$ cat config.mk
export PLATFORM = sky130hd
export DESIGN_NAME = instr_decode_pipe
export DESIGN_NICKNAME = d
export VERILOG_FILES = /design/src/rtl/decode_pkg.sv /design/src/rtl/instr_fifo.sv /design/src/rtl/instr_decode_pipe.sv
export SDC_FILE = /design/constraint.sdc
export NUM_CORES = 1
export LEC_CHECK = 0
export ABC_AREA = 0
export BUFFER_PORTS_ARGS = -buffer_cell sky130_fd_sc_hd__buf_2
export CORE_MARGIN = 8
export CORE_UTILIZATION = 50
export DETAILED_ROUTE_END_ITERATION = 8
export GPL_ROUTABILITY_DRIVEN = 0
export HOLD_SLACK_MARGIN = 0.15
export PLACE_DENSITY = 0.74
export SYNTH_ARGS = -nofsm -noshare
export SYNTH_HDL_FRONTEND = slang
export SYNTH_SLANG_ARGS = --single-unit
$ cat constraint.sdc
create_clock -name clk -period 5.1 [get_ports clk]
set_input_delay 0.255 -clock clk [delete_from_list [all_inputs] [get_ports clk]]
set_output_delay 0.255 -clock clk [all_outputs]
set_load 0.005 [all_outputs]
$ cat src/rtl/decode_pkg.sv
// Shared types, condition codes and the field-split function for the decode stage.
package decode_pkg;

  localparam int unsigned INSTR_W   = 32;
  localparam int unsigned PC_W      = 32;
  localparam int unsigned IDX_W     = 4;
  localparam int unsigned MAX_IMM_W = 64;

  typedef enum logic [1:0] {
    OP_DP  = 2'd0,
    OP_MEM = 2'd1,
    OP_BR  = 2'd2,
    OP_ILL = 2'd3
  } op_e;

  localparam logic [3:0] COND_EQ = 4'h0;
  localparam logic [3:0] COND_NE = 4'h1;
  localparam logic [3:0] COND_CS = 4'h2;
  localparam logic [3:0] COND_CC = 4'h3;
  localparam logic [3:0] COND_MI = 4'h4;
  localparam logic [3:0] COND_PL = 4'h5;
  localparam logic [3:0] COND_VS = 4'h6;
  localparam logic [3:0] COND_VC = 4'h7;
  localparam logic [3:0] COND_HI = 4'h8;
  localparam logic [3:0] COND_LS = 4'h9;
  localparam logic [3:0] COND_GE = 4'hA;
  localparam logic [3:0] COND_LT = 4'hB;
  localparam logic [3:0] COND_GT = 4'hC;
  localparam logic [3:0] COND_LE = 4'hD;
  localparam logic [3:0] COND_AL = 4'hE;

  // Queue entry: raw instruction and its PC
  typedef struct packed {
    logic [INSTR_W-1:0] instr;
    logic [PC_W-1:0]    pc;
  } fetch_t;

  // Decoded fields at their natural width; the top level resizes rn/rm/rd and imm
  typedef struct packed {
    op_e                  op;
    logic [5:0]           funct;
    logic [3:0]           cond;
    logic [IDX_W-1:0]     rn;
    logic [IDX_W-1:0]     rm;
    logic [IDX_W-1:0]     rd;
    logic [MAX_IMM_W-1:0] imm;
    logic [3:0]           rot;
    logic [PC_W-1:0]      pc;
    logic                 illegal;
  } decoded_instr_t;

  // Split a raw instruction into its fields; unused fields stay zero
  function automatic decoded_instr_t decode(input logic [INSTR_W-1:0] instr,
                                            input logic [PC_W-1:0] pc);
    decoded_instr_t d;
    d      = '0;
    d.op   = op_e'(instr[27:26]);
    d.cond = instr[31:28];
    d.pc   = pc;
    case (d.op)
      OP_DP: begin
        d.funct = instr[25:20];
        d.rn    = instr[19:16];
        d.rd    = instr[15:12];
        if (instr[25]) begin
          d.imm = MAX_IMM_W'(instr[7:0]);
          d.rot = instr[11:8];
        end else begin
          d.rm  = instr[3:0];
        end
      end
      OP_MEM: begin
        d.funct = instr[25:20];
        d.rn    = instr[19:16];
        d.rd    = instr[15:12];
        if (instr[25]) d.rm  = instr[3:0];
        else           d.imm = MAX_IMM_W'(instr[11:0]);
      end
      OP_BR: begin
        d.funct = {4'b0000, instr[25:24]};
        d.imm   = {{38{instr[23]}}, instr[23:0], 2'b00};
      end
      default: begin
        d.illegal = 1'b1;
      end
    endcase
    return d;
  endfunction

  // NZCV condition check; the reserved code 4'hF never passes
  function automatic logic cond_pass(input logic [3:0] cond, input logic [3:0] flags);
    logic n, z, c, v;
    logic r;
    n = flags[3];
    z = flags[2];
    c = flags[1];
    v = flags[0];
    case (cond)
      COND_EQ: r = z;
      COND_NE: r = !z;
      COND_CS: r = c;
      COND_CC: r = !c;
      COND_MI: r = n;
      COND_PL: r = !n;
      COND_VS: r = v;
      COND_VC: r = !v;
      COND_HI: r = c && !z;
      COND_LS: r = !c || z;
      COND_GE: r = (n == v);
      COND_LT: r = (n != v);
      COND_GT: r = !z && (n == v);
      COND_LE: r = z || (n != v);
      COND_AL: r = 1'b1;
      default: r = 1'b0;
    endcase
    return r;
  endfunction

endpackage

$ cat src/rtl/instr_fifo.sv
// Generic power-of-two circular queue with synchronous clear.
module instr_fifo #(
  parameter int unsigned DEPTH = 2,
  parameter int unsigned W     = 64
) (
  input  logic         clk,
  input  logic         rst_n,
  input  logic         push,
  input  logic [W-1:0] din,
  input  logic         pop,
  input  logic         clear,
  output logic         full,
  output logic         empty,
  output logic [W-1:0] head
);

  localparam int unsigned PTR_W = (DEPTH > 1) ? $clog2(DEPTH) : 1;
  localparam int unsigned CNT_W = $clog2(DEPTH + 1);

  logic [W-1:0]     mem [DEPTH];
  logic [PTR_W-1:0] wr_ptr;
  logic [PTR_W-1:0] rd_ptr;
  logic [CNT_W-1:0] count;
  logic             do_push;
  logic             do_pop;

  assign do_push = push && !full && !clear;
  assign do_pop  = pop && !empty && !clear;
  assign full    = (count == CNT_W'(DEPTH));
  assign empty   = (count == '0);
  assign head    = mem[rd_ptr];

  // Storage write; no reset needed since count gates every read
  always_ff @(posedge clk) begin
    if (do_push) mem[wr_ptr] <= din;
  end

  // Pointers wrap naturally because DEPTH is a power of two
  always_ff @(posedge clk or negedge rst_n) begin
    if (!rst_n) begin
      wr_ptr <= '0;
      rd_ptr <= '0;
      count  <= '0;
    end else if (clear) begin
      wr_ptr <= '0;
      rd_ptr <= '0;
      count  <= '0;
    end else begin
      if (do_push) wr_ptr <= wr_ptr + PTR_W'(1);
      if (do_pop)  rd_ptr <= rd_ptr + PTR_W'(1);
      count <= count + CNT_W'(do_push) - CNT_W'(do_pop);
    end
  end

endmodule

$ cat src/rtl/instr_decode_pipe.sv
// Back-pressured instruction decode stage: queue, decode, output register.
// Optional macro COND_EVAL_EN: out_exec evaluates out_cond against live flags;
// without it out_exec is tied high.
module instr_decode_pipe
  import decode_pkg::*;
#(
  parameter int unsigned DEPTH = 2,
  parameter int unsigned REG_W = 4,
  parameter int unsigned IMM_W = 32
) (
  input  logic             clk,
  input  logic             rst_n,
  input  logic             in_valid,
  output logic             in_ready,
  input  logic [31:0]      in_instr,
  input  logic [31:0]      in_pc,
  input  logic             flush,
  input  logic [3:0]       flags,
  output logic             out_valid,
  input  logic             out_ready,
  output logic [1:0]       out_op,
  output logic [5:0]       out_funct,
  output logic [3:0]       out_cond,
  output logic [REG_W-1:0] out_rn,
  output logic [REG_W-1:0] out_rm,
  output logic [REG_W-1:0] out_rd,
  output logic [IMM_W-1:0] out_imm,
  output logic [3:0]       out_rot,
  output logic [31:0]      out_pc,
  output logic             out_illegal,
  output logic             out_exec
);

  localparam int unsigned ENTRY_W = $bits(fetch_t);

  fetch_t         in_entry;
  fetch_t         head;
  logic           full;
  logic           empty;
  logic           load;
  decoded_instr_t dec;

  assign in_entry = '{instr: in_instr, pc: in_pc};
  assign in_ready = !full && !flush;
  assign load     = !empty && (!out_valid || out_ready);
  assign dec      = decode(head.instr, head.pc);

  instr_fifo #(
    .DEPTH (DEPTH),
    .W     (ENTRY_W)
  ) u_fifo (
    .clk   (clk),
    .rst_n (rst_n),
    .push  (in_valid && in_ready),
    .din   (in_entry),
    .pop   (load),
    .clear (flush),
    .full  (full),
    .empty (empty),
    .head  (head)
  );

  // Output register: flush squashes, otherwise load the head or drain when taken
  always_ff @(posedge clk or negedge rst_n) begin
    if (!rst_n) begin
      out_valid   <= 1'b0;
      out_op      <= '0;
      out_funct   <= '0;
      out_cond    <= '0;
      out_rn      <= '0;
      out_rm      <= '0;
      out_rd      <= '0;
      out_imm     <= '0;
      out_rot     <= '0;
      out_pc      <= '0;
      out_illegal <= 1'b0;
    end else if (flush) begin
      out_valid   <= 1'b0;
    end else if (load) begin
      out_valid   <= 1'b1;
      out_op      <= dec.op;
      out_funct   <= dec.funct;
      out_cond    <= dec.cond;
      out_rn      <= REG_W'(dec.rn);
      out_rm      <= REG_W'(dec.rm);
      out_rd      <= REG_W'(dec.rd);
      out_imm     <= IMM_W'(dec.imm);
      out_rot     <= dec.rot;
      out_pc      <= dec.pc;
      out_illegal <= dec.illegal;
    end else if (out_ready) begin
      out_valid   <= 1'b0;
    end
  end

`ifdef COND_EVAL_EN
  assign out_exec = cond_pass(out_cond, flags);
`else
  logic unused_flags;
  assign unused_flags = ^flags;
  assign out_exec     = 1'b1;
`endif

endmodule

==> flow_metrics.tcl <==
set metrics [dict create \
    outcome "complete, no violations" \
    path_clk_slew_ps 60 \
    cts_buffers 22 \
    drt-wirelength-per-cell_um 18.8 \
    grt-ovfl-total 0 \
    slew_viol_final 0 \
    synth_edf_count 128 \
    drtIter0Drc 225 \
    clkLatencyLatePin_ps 490 \
    multi_input_area_sq_um 1740 \
    rsz0062_at_grt "false" \
    synth_ff_type "edfxtp_1" \
    core-area_sq_um 15800 \
    dieHeight_um 143 \
    post-synth-top-area-cell "edfxtp_1" \
    cp_slowest_cell "nand3_1" \
    num_vias 5117 \
    synth_fp_nets 607 \
    synth_seq_cells 220 \
    synth_cell_types 33 \
    regArea_sq_um 6150 \
    synth_top_area_frac 0.476 \
    die_area_sq_um 20500 \
    grt_max_degree 74 \
    vdd_ir_drop_max_mv 0.368 \
    final_min_period_over_clock_period 0.581 \
    synth_most_common_cell "edfxtp_1" \
    cp_top_family "simple AND/OR/NAND/NOR gates" \
    cts_tree "yes" \
    power.leakage_nw 4.34 \
    worstSetupPathType "reg2reg" \
    cts_resized 0 \
    slowest_delay_ps 790 \
    totalWireLength_mm 18.6 \
    crit_fanout 67 \
    max_freq_mhz 338 \
    drt-pass1-iter-count 4 \
    postRouteAntennaNets 0 \
    synthArstFlopShare 0.418 \
    cap_viol_max_count 0 \
    avgSynthCellArea_sq_um 15.2 \
    finalNetCount 830 \
    vias_per_cell 5.18 \
    path_buf_inv 1 \
    die_width_um 143 \
    io_buffers 163 \
    timing.hold.ws_ps 181 \
    hpwl_mm 11.4 \
    grt_pass1_vias 5535 \
    setup_tns_ps 0 \
    drcViolationCount 0 \
    hold_viol_final 0 \
    holdCritPathClass "in2reg" \
    htree_levels 1 \
    root_buffer "clkbuf_16" \
    ys_seq_area_frac 0.762 \
    grt.total_usage 0.181 \
    power_mw 5.59 \
    slew-limit-headroom 0.339 \
    initial_core_util 0.510 \
    num-fill-cells 1143 \
    grt_pass1_wl_mm 28.9 \
    rows 46 \
    post-cts-setup-buffer-count 0 \
    cp.required_ps 5470 \
    antenna_found_initial 1 \
    power_density_nw_per_um2 538 \
    crit_path_end_kind "register" \
    post_route_cells_drive_above_1_share 0.268 \
    fin_worst_skew_ps 14.2 \
    fin_util 0.657 \
    tightest_slew_ps 988 \
    crit_chain "nor2b_4 > or3_4 > inv_1 > nand3_1 > o221ai_1" \
    cts_max_path_buffers 3 \
    clkSinkCount 220 \
    syn_inst 532 \
    io_pins 169 \
    setup_viol 0 \
    synth_commonest_cells "edfxtp_1 (128), dfrtp_1 (92), nand2_1 (86), mux2i_1 (63), o21ai_0 (59)" \
    timing.final.crit_period_ps 2960 \
    area_delta_synth_final_pct 28.8 \
    ys_top_cells_by_area "edfxtp_1 (48%), dfrtp_1 (29%), mux2i_1 (7.8%), nand2_1 (4.0%), o21ai_0 (3.7%)" \
    crit_arrival_ps 3330 \
    netlist_area_sq_um 8070 \
    yosysWarnings 0 \
    start_kind "register" \
]
==> per-layer routing <==
layer | part of all wire | wire length [um] | track usage | up-vias
met4 | 0.023 | 424 | 0.0543 | 0
li1 | - | - | - | 2383
met2 | 0.52 | 9630 | 0.326 | 148
met1 | 0.38 | 7130 | 0.204 | 2553
met3 | 0.074 | 1370 | 0.0494 | 33
met5 | 0 | 0 | 0 | -
==> repair_timing <==
| item | 4_1_cts | 5_1_grt |
|---|---|---|
| setup endpoints to repair | 0 | 0 |
| endpoints found under the hold margin | 152 | 0 |
| hold buffers | 67 | 0 |
==> cell type report <==
cell class	instances	area share
tap	216	0.0260
sequential	220	0.592
inverter	4	0.00144
antenna	1	0.000241
multi-input combinational	273	0.168
clock inverter	3	0.00156
timing repair buffer	234	0.146
clock buffer	37	0.0654
==> path summary, 6_finish.rpt <==
| path | from | to | slack, ps | cells after the start |
|---|---|---|---|---|
| worst max-delay path | out_valid$_DFFE_PN0P_ | out_imm[3]$_DFFE_PN0P_ | 2140 | 5 |
| worst min-delay path | in_valid | u_fifo.wr_ptr$_DFFE_PN0P_ | 180 | 3 |
| worst max register to register | out_valid$_DFFE_PN0P_ | out_imm[3]$_DFFE_PN0P_ | 2140 | 5 |
| worst min register to register | out_pc[19]$_DFFE_PN0P_ | out_pc[19]$_DFFE_PN0P_ | 470 | 2 |
| max in group asynchronous | rst_n | out_imm[20]$_DFFE_PN0P_ | 3630 | 3 |
| min in group asynchronous | rst_n | out_pc[15]$_DFFE_PN0P_ | 200 | 2 |
==> layout by cell type, fill, tap and decap left out, types with 5 or more instances in the layout <==
master         Yosys  layout
buf_2              8     162
edfxtp_1         128     128
dfrtp_1           92      91
nand2_1           86      86
dlygate4sd3_1      0      67
mux2i_1           63      63
o21ai_0           59      59
clkbuf_16          0      24
o31ai_1           13      13
clkbuf_1          16      10
o221ai_1           9       9
o21ai_1            6       6
nor2_1             6       5
buf_4              8       5
==> worst register-to-register path: cells and delay by family (launching register included) <==
kind | cells | cell delay (ps)
flops | 1 | 380
simple gates | 3 | 1550
buf+inv | 1 | 410
compound gates | 1 | 510
==> registers in the layout (all words and copies together) (netlist names) <==
signal and cells:
out_funct 6, out_rm 4, u_fifo.count 2, out_rn 4
out_rd 4, out_op 2, u_fifo.rd_ptr 1, out_imm 26
out_illegal 1, out_valid 1, out_cond 4, out_pc 32
u_fifo.wr_ptr 1, u_fifo.mem 128, out_rot 4
==> stage by stage <==
step	instances	setup slack, ps	area (sq um)
floorplan	532	1160	8070
global placement	880	2240	9030
detailed placement	880	2130	9030
CTS	987	2090	10400
global route	988	1920	10400
finish	988	2140	10400
==> kinds of logic after synthesis <==
logic type / count (synthesis) / synth area share
compound gates: 95 / 0.0690
xor+xnor: 3 / 0.00326
fa+ha+maj: 2 / 0.00310
buf+inv: 39 / 0.0240
flops: 220 / 0.762
mux: 67 / 0.0843
other cells: 1 / 0.000465
simple gates: 105 / 0.0543
==> power breakdown <==
part | total (mW) | internal, mW | switching [mW]
sequential | 2.59 | 2.32 | 0.262
combinational | 1.47 | 0.631 | 0.841
clock | 1.53 | 0.906 | 0.625
total | 5.59 | 3.86 | 1.73
Note: power is estimated with default switching activity, not from simulation.
